--- src/rtl/db15_pkg.sv ---
// Shared constants and types for the DB15 joystick serialiser.
package db15_pkg;

   localparam int PLAYER_BITS = 12;
   localparam int FRAME_BITS  = 2 * PLAYER_BITS;
   localparam int SYNC_STAGES = 2;

   typedef enum logic [1:0] {
      ST_IDLE  = 2'd0,
      ST_LOAD  = 2'd1,
      ST_SHIFT = 2'd2,
      ST_DONE  = 2'd3
   } db15_state_t;

   // Bit positions inside a player's 12-bit joystick word
   localparam int JOY_RIGHT = 0;
   localparam int JOY_LEFT  = 1;
   localparam int JOY_DOWN  = 2;
   localparam int JOY_UP    = 3;
   localparam int JOY_BTN1  = 4;
   localparam int JOY_BTN8  = 11;

endpackage

--- src/rtl/db15_sync.sv ---
// N-flop synchroniser for a single asynchronous level; resets to rst_val.
module db15_sync #(
   parameter int STAGES = 2
) (
   input  logic clk_sys,
   input  logic reset_n,
   input  logic rst_val,
   input  logic d,
   output logic q
);

   logic [STAGES-1:0] ff_p0;

   always_ff @(posedge clk_sys or negedge reset_n) begin
      if (!reset_n) begin
         ff_p0 <= {STAGES{rst_val}};
      end else begin
         ff_p0 <= {ff_p0[STAGES-2:0], d};
      end
   end

   assign q = ff_p0[STAGES-1];

endmodule

--- src/rtl/joy_db15_tx.sv ---
// DB15 joystick transmitter: loads both players on JOY_LOAD low and shifts
// the active-low frame out on JOY_DATA, one bit per JOY_CLK rising edge.
module joy_db15_tx #(
   parameter int PLAYER_BITS = db15_pkg::PLAYER_BITS,
   parameter int FRAME_BITS  = 2 * PLAYER_BITS
) (
   input  logic                   clk_sys,
   input  logic                   reset_n,
   input  logic [PLAYER_BITS-1:0] joystick1,
   input  logic [PLAYER_BITS-1:0] joystick2,
   input  logic                   JOY_LOAD,
   input  logic                   JOY_CLK,
   output logic                   JOY_DATA,
   output logic                   frame_done,
   output logic [1:0]             state_o
);
   import db15_pkg::*;

   localparam int CNT_W = $clog2(FRAME_BITS + 1);
   localparam logic [CNT_W-1:0] CNT_FULL = CNT_W'(FRAME_BITS);
   localparam logic [CNT_W-1:0] CNT_LAST = CNT_W'(FRAME_BITS - 1);

   logic [1:0]            rst_sync_p0;
   logic                  rst_int_n;
   logic                  load_s;
   logic                  jclk_s;
   logic                  jclk_d;
   logic                  clk_rise;
   logic                  shift_en;
   logic [FRAME_BITS-1:0] sr;
   logic [CNT_W-1:0]      cnt;
   db15_state_t           state;

   // Reset asserts immediately, releases two clk_sys edges later
   always_ff @(posedge clk_sys or negedge reset_n) begin
      if (!reset_n) begin
         rst_sync_p0 <= 2'b00;
      end else begin
         rst_sync_p0 <= {rst_sync_p0[0], 1'b1};
      end
   end

   assign rst_int_n = rst_sync_p0[1];

   db15_sync #(.STAGES(SYNC_STAGES)) u_sync_load (
      .clk_sys (clk_sys),
      .reset_n (rst_int_n),
      .rst_val (1'b1),
      .d       (JOY_LOAD),
      .q       (load_s)
   );

   db15_sync #(.STAGES(SYNC_STAGES)) u_sync_clk (
      .clk_sys (clk_sys),
      .reset_n (rst_int_n),
      .rst_val (1'b1),
      .d       (JOY_CLK),
      .q       (jclk_s)
   );

   assign clk_rise = jclk_s & ~jclk_d;
   // IDLE blocks shifting so a frame cut short by reset cannot resume
   assign shift_en = load_s & clk_rise & (state != ST_IDLE);

   always_ff @(posedge clk_sys or negedge rst_int_n) begin
      if (!rst_int_n) begin
         jclk_d     <= 1'b1;
         sr         <= '1;
         cnt        <= '0;
         frame_done <= 1'b0;
         state      <= ST_IDLE;
      end else begin
         jclk_d     <= jclk_s;
         frame_done <= 1'b0;
         if (!load_s) begin
            sr    <= ~{joystick2, joystick1};
            cnt   <= '0;
            state <= ST_LOAD;
         end else begin
            if (shift_en) begin
               sr <= {1'b1, sr[FRAME_BITS-1:1]};
               if (cnt != CNT_FULL) begin
                  cnt <= cnt + 1'b1;
               end
               if (cnt == CNT_LAST) begin
                  frame_done <= 1'b1;
               end
            end
            case (state)
               ST_LOAD:  state <= ST_SHIFT;
               ST_SHIFT: if (cnt == CNT_FULL) state <= ST_DONE;
               default:  state <= state;
            endcase
         end
      end
   end

   assign JOY_DATA = sr[0];
   assign state_o  = state;

endmodule
--- config.mk ---
export PLATFORM = sky130hd
export DESIGN_NAME = joy_db15_tx
export DESIGN_NICKNAME = d
export VERILOG_FILES = /design/src/rtl/db15_pkg.sv /design/src/rtl/db15_sync.sv /design/src/rtl/joy_db15_tx.sv
export SDC_FILE = /design/constraint.sdc
export NUM_CORES = 1
export LEC_CHECK = 0
export BUFFER_PORTS_ARGS = -buffer_cell sky130_fd_sc_hd__buf_2
export CORE_ASPECT_RATIO = 0.6
export CORE_UTILIZATION = 55
export CTS_CLUSTER_SIZE = 14
export DETAILED_ROUTE_END_ITERATION = 7
export GPL_ROUTABILITY_DRIVEN = 0
export PLACE_DENSITY = 0.79
export SYNTH_ARGS = -nofsm -noshare
export SYNTH_HDL_FRONTEND = slang
export SYNTH_SLANG_ARGS = --single-unit
export TNS_END_PERCENT = 50
--- constraint.sdc ---
create_clock -name clk_sys -period 1.6 [get_ports clk_sys]
set_input_delay 0.48 -clock clk_sys [delete_from_list [all_inputs] [get_ports clk_sys]]
set_output_delay 0.48 -clock clk_sys [all_outputs]
set_load 0.05 [all_outputs]
==> results of run 1 <==
-- sequential cells by signal (all words and copies together) (netlist names) --
name	flops
sr	24
cnt	5
rst_sync_p0	2
state_o	2
u_sync_clk.ff_p0	2
u_sync_load.ff_p0	2
frame_done	1
jclk_d	1
-- path summary, 6_finish.rpt --
| check | slack [ps] | end | startpoint | cells past startpoint |
|---|---|---|---|---|
| worst min register to register | 290 | cnt[4] | rst_sync_p0[1] | 1 |
| min in group clk_sys | 290 | u_sync_clk.ff_p0[0] | JOY_CLK | 1 |
| worst max-delay path | 50 | JOY_DATA | sr[0] | 1 |
| worst max register to register | 50 | cnt[2] | state_o[0] | 5 |
| worst min-delay path | 290 | cnt[4] | rst_sync_p0[1] | 1 |
| max in group asynchronous | 970 | sr[22] | rst_sync_p0[1] | 1 |
-- layout make-up --
class / instances / area (um^2) / share of cell area
Clock buffer: 6 / 82.6 / 0.0391
Sequential cell: 39 / 1010 / 0.481
Tap cell: 42 / 52.6 / 0.0249
Timing Repair Buffer: 36 / 199 / 0.0943
Inverter: 4 / 15.0 / 0.00711
Clock inverter: 2 / 35.0 / 0.0166
Multi-Input combinational cell: 80 / 712 / 0.337
-- metrics by stage --
step	hold WS [ps]	std cells	cell area, um^2	total power [mW]	setup TNS, ps
3_3_place_gp	265	200	1980	1.80	0
5_1_grt	283	209	2110	2.79	-79.8
3_5_place_dp	269	200	1980	1.85	0
2_1_floorplan	184	131	1820	1.71	0
4_1_cts	284	209	2110	2.70	0
6_report	292	209	2110	2.68	0
-- where the power goes --
part           internal, mW  total [mW]  switching (mW)
clock                 0.504       0.841           0.336
sequential             1.19        1.28          0.0891
combinational         0.237       0.559           0.323
total                  1.93        2.68           0.748
-- metal layers --
layer,global-route usage,vias up,part of all wire
met3,0.0554,4,0.050
met1,0.237,529,0.48
met4,0.100,0,0.011
met2,0.325,35,0.46
met5,0,-,0
li1,-,531,-
-- cell usage in the layout, fill, tap and decap left out, types with 2 or more instances in the layout --
master	count
mux2i_1	49
dfstp_2	29
clkbuf_8	6
buf_4	3
nand4_1	2
nand3_1	2
dfrtp_2	2
dfrtp_1	8
inv_1	2
nor2_1	2
inv_2	2
ha_1	3
nand2_1	5
buf_2	31
o21ai_1	4
-- cell families after synthesis --
logic type               Yosys count  share of synthesized area
AO/OA/AOI/OAI                      7                     0.0221
adder cells (fa/ha/maj)            4                     0.0276
buffers and inverters             12                     0.0531
flip-flops                        39                      0.558
multiplexers                      49                      0.270
other                              1                    0.00207
AND/OR/NAND/NOR                   19                     0.0675
-- timing repair --
action | CTS | global route
setup endpoints to repair | 0 | 5
hold endpoints to repair | 2 | 0
hold buffers | 1 | 0
gates resized for setup | 0 | 1
==> results by group, run 1 <==
Synthesis
  • Distinct cells, synth: 25
  • Most frequent cell after synthesis: mux2i_1
  • Cell area after synthesis: 1820 um^2
  • Most common flop cell mapped by yosys: dfstp_2
  • Post-synth top cells: mux2i_1, dfstp_2, dfrtp_1
  • Post-synth net total: 163
  • Cell count after synthesis: 131
  • Asr flop ratio synth: 1.00
  • Mean Syn Cell Area: 13.9 um^2
  • #FFs+latches synth: 39
  • Top cells by area, synth: dfstp_2, mux2i_1, dfrtp_1
  • Synthesis Warnings: 0
  • Register area share after synthesis: 0.558
  • Largest area contributor in the netlist: dfstp_2
  • Top-area cell type share of the netlist area: 0.420
  • EDFF count, synth: 0

Drt
  • Starting DRT DRC Count: 86
  • DRC Markers: 0
  • Vias per cell: 5.26
  • Wire per inst: 14.9 um
  • DRT Pass-1 Iters: 5
  • Via total after detailed routing: 1099
  • Total Wirelength: 3120 um
  • Final ANT Viol Nets: 0

Critical path
  • Crit path max-delay family: flip-flops
  • Critical path launch point type: flip-flop
  • Worst Path Class, Setup: reg -> out
  • Worst setup EP type: output port
  • Worst EP required: 1120 ps
  • Worst Path Buf+Inv: 1
  • Crit path largest cell delay: 530 ps
  • CP Cell Sequence: buf_2
  • Crit path DAT: 1070 ps
  • Crit-path max FO: 2
  • Slowest-stage cell, CP: dfstp_2

Clock network
  • TritonCTS clock tree: yes
  • Worst-skew pair later-pin latency: 290 ps
  • H-tree depth: 2
  • Reg clk slew, reported paths: 80 ps
  • Setup Buffers After CTS: 0
  • CTS sink cnt: 39
  • Cts bufs inserted: 5
  • Root buf cell: clkbuf_8
  • Clock Path Buffers: 2

Power
  • Power Dens Cells: 1270 nW/um^2
  • Peak VDD IR: 784 uV
  • Lkg Pwr: 1.10 nW

Timing
  • Clk_skew: 5.94 ps
  • Final setup fails: 0
  • Setup WS post-layout: 45.5 ps
  • RSZ-0062 raised after global routing: true
  • Hold Vio Cnt, Final: 0
  • Max-slew violations: 0
  • Tmin final: 1550 ps
  • Achievable frequency: 643 MHz
  • Fin crit share: 0.972

Cells and area
  • Core Util, Final: 0.703
  • Fraction of layout instances using a drive strength above 1: 0.473
  • Final Net Count: 198
  • Fill cells: 221
  • Area Overhead vs Synth: 16.3%
  • N_diodes: 0

Outcome
  • Run status: complete, no violations

Floorplan
  • Num ports: 32
  • Initial core utilization: 0.605
  • Core ar.: 3000 um^2
  • Die H: 46.5 um
  • Die Area: 3540 um^2
  • Row count: 15
  • Die width: 76.2 um

Place
  • Worst slack, placed: 81.2 ps
  • HPWL Detailed: 2210 um
  • I/O Buffers: 31

GRT
  • First-pass GRT wire length: 4930 um
  • Total GRT Usage: 0.193
  • Largest net degree at the start of global routing: 38
  • Vias in the first global route: 1083
  • GR Overflow Total: 0
  • Initial antenna violation count: 0

Worst hold path
  • Hold WC Path Type: reg -> async

Run
  • Max-Cap Viols: 0
Power figures use the tool's default switching activity.
==> run 2, diff against run 1 <==
--- a/config.mk
+++ b/config.mk
@@ -6,12 +6,15 @@
 export NUM_CORES = 1
 export LEC_CHECK = 0
 export BUFFER_PORTS_ARGS = -buffer_cell sky130_fd_sc_hd__buf_2
+export CELL_PAD_IN_SITES_DETAIL_PLACEMENT = 1
+export CELL_PAD_IN_SITES_GLOBAL_PLACEMENT = 2
 export CORE_ASPECT_RATIO = 0.6
-export CORE_UTILIZATION = 55
+export CORE_UTILIZATION = 37
 export CTS_CLUSTER_SIZE = 14
 export DETAILED_ROUTE_END_ITERATION = 7
 export GPL_ROUTABILITY_DRIVEN = 0
-export PLACE_DENSITY = 0.79
+export PLACE_DENSITY_LB_ADDON = 0.1
+export RECOVER_POWER = 25
 export SYNTH_ARGS = -nofsm -noshare
 export SYNTH_HDL_FRONTEND = slang
 export SYNTH_SLANG_ARGS = --single-unit
==> run 2 against run 1 <==
Non-clock buffer count up 1. Clock power down 21%. Sequential power about the same. Hold slack better by 2.0 ps. Sequential share of layout area down 1.1 points. Critical endpoint unchanged. Largest power group unchanged.
==> results by group, run 2 (synthesized netlist as in run 1, its figures left out) <==
Power
  • Power Dens Cells: 1170 nW/um^2 (was 1270 nW/um^2)
  • Lkg Pwr: 1.10 nW (about the same)
  • Peak VDD IR: 592 uV (was 784 uV)
  • Total chip power: 2.53 mW (was 2.68 mW)

Floorplan
  • Row count: 19 (was 15)
  • Die H: 56.3 um (was 46.5 um)
  • Die width: 92.4 um (was 76.2 um)
  • Initial core utilization: 0.392 (was 0.605)
  • Core ar.: 4640 um^2 (was 3000 um^2)
  • Die Area: 5200 um^2 (was 3540 um^2)
  • Num ports: 32 (unchanged)

Cells and area
  • Commonest non-fill, non-tap cell in the layout: mux2i_1 (unchanged)
  • Max FFs per register: 24 (unchanged)
  • Largest regs: sr (24), cnt (5) (unchanged)
  • Most frequent cells in the layout: mux2i_1, buf_2, dfstp_2 (unchanged)
  • Post-Layout Inst Area: 2160 um^2 (was 2110 um^2)
  • Fraction of layout instances using a drive strength above 1: 0.470 (was 0.473)
  • Biggest register: sr (unchanged)
  • N_diodes: 0 (unchanged)
  • Area Overhead vs Synth: 18.9% (was 16.3%)
  • Final Net Count: 199 (was 198)

Clock network
  • H-tree depth: 2 (unchanged)
  • Root buf cell: clkbuf_8 (unchanged)
  • CTS sink cnt: 39 (unchanged)
  • TritonCTS clock tree: yes (unchanged)
  • Worst-skew pair later-pin latency: 280 ps (was 290 ps)
  • Clock Path Buffers: 2 (unchanged)
  • Setup Buffers After CTS: 0 (unchanged)
  • Reg clk slew, reported paths: 70 ps (was 80 ps)
  • Cts bufs inserted: 5 (unchanged)

Critical path
  • Worst setup EP type: output port (unchanged)
  • Crit path launch: sr[0] (unchanged)
  • Critical path launch point type: flip-flop (unchanged)
  • Crit path max-delay family: flip-flops (unchanged)
  • Levels on crit path: 1 (unchanged)
  • Worst Path Class, Setup: reg -> out (unchanged)
  • RR Endpoint: sr[13] (was cnt[2])
  • Crit path largest cell delay: 530 ps (about the same)
  • Worst r2r path cells: 6 (was 5)
  • Critical path endpoint: JOY_DATA (unchanged)
  • Worst Path Buf+Inv: 1 (unchanged)
  • Crit-path max FO: 2 (unchanged)
  • Worst EP required: 1120 ps (about the same)
  • Crit path DAT: 1070 ps (about the same)
  • Reg2Reg Launch Point: state_o[0] (unchanged)
  • CP Cell Sequence: buf_2 (unchanged)
  • R2R Setup Slk: 120 ps (was 50 ps)
  • Slowest-stage cell, CP: dfstp_2 (unchanged)

Drt
  • Final ANT Viol Nets: 0 (unchanged)
  • DRT met1 WL: 1710 um (was 1490 um)
  • DRC Markers: 0 (unchanged)
  • Starting DRT DRC Count: 20 (was 86)
  • Vias per cell: 4.77 (was 5.26)
  • Total Wirelength: 3470 um (was 3120 um)
  • Via total after detailed routing: 1102 (was 1099)
  • Top Metal Used: met4 (unchanged)
  • DRT Pass-1 Iters: 4 (was 5)
  • Met3 Routed Length: 154 um (was 156 um)
  • Met2 WL: 1590 um (was 1440 um)
  • Wire per inst: 15.0 um (was 14.9 um)

GRT
  • Total GRT Usage: 0.144 (was 0.193)
  • Vias in the first global route: 1170 (was 1083)
  • GR Overflow Total: 0 (unchanged)
  • Largest net degree at the start of global routing: 38 (unchanged)
  • First-pass GRT wire length: 5700 um (was 4930 um)
  • Initial antenna violation count: 0 (unchanged)

Timing
  • Max_slew headroom: 0.395
  • Hold Vio Cnt, Final: 0 (unchanged)
  • Final setup fails: 0 (unchanged)
  • RSZ-0062 raised after global routing: false (was true)
  • Worst-Margin Slew: 908 ps
  • Clk_skew: 4.10 ps (was 5.94 ps)
  • Hold Worst Slack: 294 ps (was 292 ps)
  • Tmin final: 1550 ps (about the same)
  • Max-slew violations: 0 (unchanged)
  • Fin crit share: 0.967 (was 0.972)
  • Post-route setup TNS: 0 ps (unchanged)
  • Achievable frequency: 646 MHz (was 643 MHz)

Worst hold path
  • Hold WC Path Type: in -> reg (was reg -> async)

Run
  • Max-Cap Viols: 0 (unchanged)

Place
  • HPWL Detailed: 2390 um (was 2210 um)
  • Placed inst area: 2020 um^2 (was 1980 um^2)
  • I/O Buffers: 31 (unchanged)

Outcome
  • Run status: complete, no violations (unchanged)
run 2: cell type report:
cell class	instances	area (um^2)
fillers	494	2480
flip-flops and latches	39	1010
multi-input cells	80	729
repair buffers	37	229
clock buffers	7	86.3
well taps	63	78.8
inverters	4	15.0
clock inverters	1	5.00
run 2: how the worst min path moves through the flow:
stage	from	endpoint	cells past startpoint
2_1_floorplan	reset_n	rst_sync_p0[0]	0
3_3_place_gp	reset_n	rst_sync_p0[0]	1
3_5_place_dp	reset_n	rst_sync_p0[0]	1
4_1_cts	JOY_LOAD	u_sync_load.ff_p0[0]	1
5_1_grt	JOY_CLK	u_sync_clk.ff_p0[0]	1
6_report	JOY_LOAD	u_sync_load.ff_p0[0]	1
run 2: per-stage QoR:
stage	setup slack (ps)	util	instances
global placement	38.8	0.435	221
CTS	37.5	0.457	230
finish	52.5	0.466	231
global route	19.5	0.466	231
detailed placement	71.4	0.435	221
floorplan	16.1	-	131
run 2: layer usage:
metal	GRT usage	vias up
met4	0.0335	0
met5	0	-
li1	-	538
met2	0.216	24
met1	0.206	538
met3	0.0420	2
run 2: repair_timing:
item / CTS / global route
gates resized for setup: 0 / 3
hold endpoints to repair: 2 / 0
hold buffers: 1 / 0
endpoints found under the setup margin: 0 / 8
run 2: power breakdown:
part	leakage, nW	switching, mW	total (mW)	internal, mW
Clock	0.0482	0.318	0.666	0.348
Combinational	0.620	0.338	0.594	0.256
Sequential	0.432	0.0854	1.27	1.19
Total	1.10	0.741	2.53	1.79
==> run 3, diff against run 2 <==
--- a/config.mk
+++ b/config.mk
@@ -9,7 +9,7 @@
 export CELL_PAD_IN_SITES_DETAIL_PLACEMENT = 1
 export CELL_PAD_IN_SITES_GLOBAL_PLACEMENT = 2
 export CORE_ASPECT_RATIO = 0.6
-export CORE_UTILIZATION = 37
+export CORE_UTILIZATION = 34
 export CTS_CLUSTER_SIZE = 14
 export DETAILED_ROUTE_END_ITERATION = 7
 export GPL_ROUTABILITY_DRIVEN = 0
==> constraint.sdc (replaced) <==
create_clock -name clk_sys -period 1.41 [get_ports clk_sys]
set_input_delay 0.423 -clock clk_sys [delete_from_list [all_inputs] [get_ports clk_sys]]
set_output_delay 0.423 -clock clk_sys [all_outputs]
set_load 0.05 [all_outputs]
==> run 3 against run 2 <==
Clock-buffer cell count is 1 higher. Power is 24% higher. Utilization is 1.6 points lower. Cell area is 6.3% higher. Combinational power is 48% higher. Flip-flop and latch count stayed put. Highest routed layer unchanged. The run now ends with negative setup slack left. Largest power group unchanged. Die area is 8.6% higher. First-iteration DRC count is 5.0% higher. Sequential power is 13% higher.
==> results by group, run 3 (synthesized netlist as in run 1, its figures left out) <==
Outcome
  • Run status: complete, but fails checks (was complete, no violations)
  • Violated checks: negative setup slack

Cells and area
  • Fraction of layout instances using a drive strength above 1: 0.525 (was 0.470)
  • Commonest non-fill, non-tap cell in the layout: mux2i_1 (unchanged)
  • Largest regs: sr (24), cnt (5) (unchanged)
  • Final Net Count: 210 (was 199)
  • Core Util, Final: 0.449 (was 0.466)
  • Fill cells: 569 (was 494)
  • N_diodes: 0 (unchanged)
  • Max FFs per register: 24 (unchanged)
  • Multi-input gate area: 752 um^2 (was 729 um^2)
  • Most frequent cells in the layout: mux2i_1, dfstp_2, buf_2 (was mux2i_1, buf_2, dfstp_2)
  • Area Overhead vs Synth: 26.3% (was 18.9%)
  • Biggest register: sr (unchanged)
  • Reg area: 1010 um^2 (unchanged)

Drt
  • Via total after detailed routing: 1149 (was 1102)
  • Final ANT Viol Nets: 0 (unchanged)
  • Wire per inst: 15.0 um (about the same)
  • Total Wirelength: 3670 um (was 3470 um)
  • Starting DRT DRC Count: 21 (was 20)
  • DRC Markers: 0 (unchanged)
  • DRT Pass-1 Iters: 4 (unchanged)
  • Vias per cell: 4.69 (was 4.77)

Floorplan
  • Num ports: 32 (unchanged)
  • Initial core utilization: 0.356 (was 0.392)
  • Core ar.: 5100 um^2 (was 4640 um^2)
  • Die width: 96.3 um (was 92.4 um)
  • Die H: 58.6 um (was 56.3 um)
  • Die Area: 5650 um^2 (was 5200 um^2)
  • Row count: 20 (was 19)

Timing
  • Hold Vio Cnt, Final: 0 (unchanged)
  • RSZ-0062 raised after global routing: true (was false)
  • Clk_skew: 4.16 ps (was 4.10 ps)
  • Worst-Margin Slew: 894 ps (was 908 ps)
  • Hold Worst Slack: 228 ps (was 294 ps)
  • Tmin final: 1410 ps
  • Final setup fails: 1 (was 0)
  • Fin crit share: 1.00
  • Max-slew violations: 0 (unchanged)
  • Max_slew headroom: 0.404 (was 0.395)
  • Setup WS post-layout: -0.272 ps (was 52.5 ps)
  • Achievable frequency: 709 MHz

Critical path
  • Worst setup EP type: output port (unchanged)
  • Worst EP required: 990 ps (was 1120 ps)
  • Critical path launch point type: flip-flop (unchanged)
  • Worst Path Class, Setup: reg -> out (unchanged)
  • Crit path DAT: 990 ps (was 1070 ps)
  • Crit-path max FO: 3 (was 2)

Clock network
  • Clock Path Buffers: 2 (unchanged)
  • Root buf cell: clkbuf_8 (unchanged)
  • H-tree depth: 2 (unchanged)
  • Cts bufs inserted: 5 (unchanged)
  • Reg clk slew, reported paths: 70 ps (about the same)
  • Worst-skew pair later-pin latency: 280 ps (about the same)
  • TritonCTS clock tree: yes (unchanged)
  • CTS sink cnt: 39 (unchanged)

GRT
  • Initial antenna violation count: 0 (unchanged)
  • Largest net degree at the start of global routing: 38 (unchanged)
  • Total GRT Usage: 0.150 (was 0.144)
  • GR Overflow Total: 0 (unchanged)
  • Vias in the first global route: 1207 (was 1170)
  • First-pass GRT wire length: 6150 um (was 5700 um)

Place
  • HPWL Detailed: 2630 um (was 2390 um)
  • I/O Buffers: 31 (unchanged)
  • Worst slack, placed: -95.1 ps (was 71.4 ps)

Power
  • Lkg Pwr: 1.17 nW (was 1.10 nW)
  • Peak VDD IR: 555 uV (was 592 uV)
  • Power Dens Cells: 1360 nW/um^2 (was 1170 nW/um^2)

Run
  • Max-Cap Viols: 0 (unchanged)

Worst hold path
  • Hold WC Path Type: in -> reg (unchanged)
[run 3: cell count changes in the layout (fill, tap and decap cells not counted), sizes merged]
cell / change
buf: +12
clkinv: -1
[run 3: per-stage QoR]
stage	instance area, um^2	cells	power, mW	TNS, ps
2_1_floorplan	1840	131	1.96	-2770
3_3_place_gp	2130	234	2.16	-38.4
3_5_place_dp	2130	234	2.21	-215
4_1_cts	2270	243	3.15	-49.0
5_1_grt	2290	245	3.33	-640
6_report	2290	245	3.13	-0.272
[run 3: critical path, cell delays in order (launching register included)]
cell,delay (ps)
dfrtp_2,410
buf_4,150
buf_6,150
[run 3: worst paths after layout]
kind | from | endpoint | slack (ps) | cells past startpoint
setup reg to reg | state_o[1] | sr[21] | 30 | 6
hold reg to reg | rst_sync_p0[0] | rst_sync_p0[1] | 360 | 0
setup / recovery | state_o[1] | state_o[1] | -0.3 | 2
min in group asynchronous | reset_n | rst_sync_p0[0] | 440 | 2
max in group asynchronous | rst_sync_p0[1] | state_o[1] | 360 | 1
hold / removal | JOY_LOAD | u_sync_load.ff_p0[0] | 230 | 1
[run 3: cell type report]
type | count | share of cell area
clock buffers | 8 | 0.0436
inverters | 4 | 0.00655
multi-input cells | 80 | 0.328
flip-flops and latches | 39 | 0.442
well taps | 66 | 0.0360
repair buffers | 48 | 0.143
[run 3: routing by layer]
layer | track usage | vias to the layer above | wire, um
met1 | 0.210 | 560 | 1800
met3 | 0.0491 | 4 | 198
met2 | 0.218 | 26 | 1630
met4 | 0.0504 | 0 | 34
met5 | 0 | - | 0
li1 | - | 559 | -
[run 3: report_power, final]
group	leakage (nW)	switching (mW)	internal, mW
Clock	0.0515	0.371	0.446
Combinational	0.683	0.432	0.446
Sequential	0.433	0.0864	1.35
Total	1.17	0.890	2.24
[run 3: what timing repair did]
item / 4_1_cts / 5_1_grt
endpoints found under the setup margin: 9 / 29
pin swaps: 0 / 2
resized for setup: 10 / 4
buffers inserted: 0 / 2
hold buffers: 1 / 0
hold endpoints to repair: 2 / 0
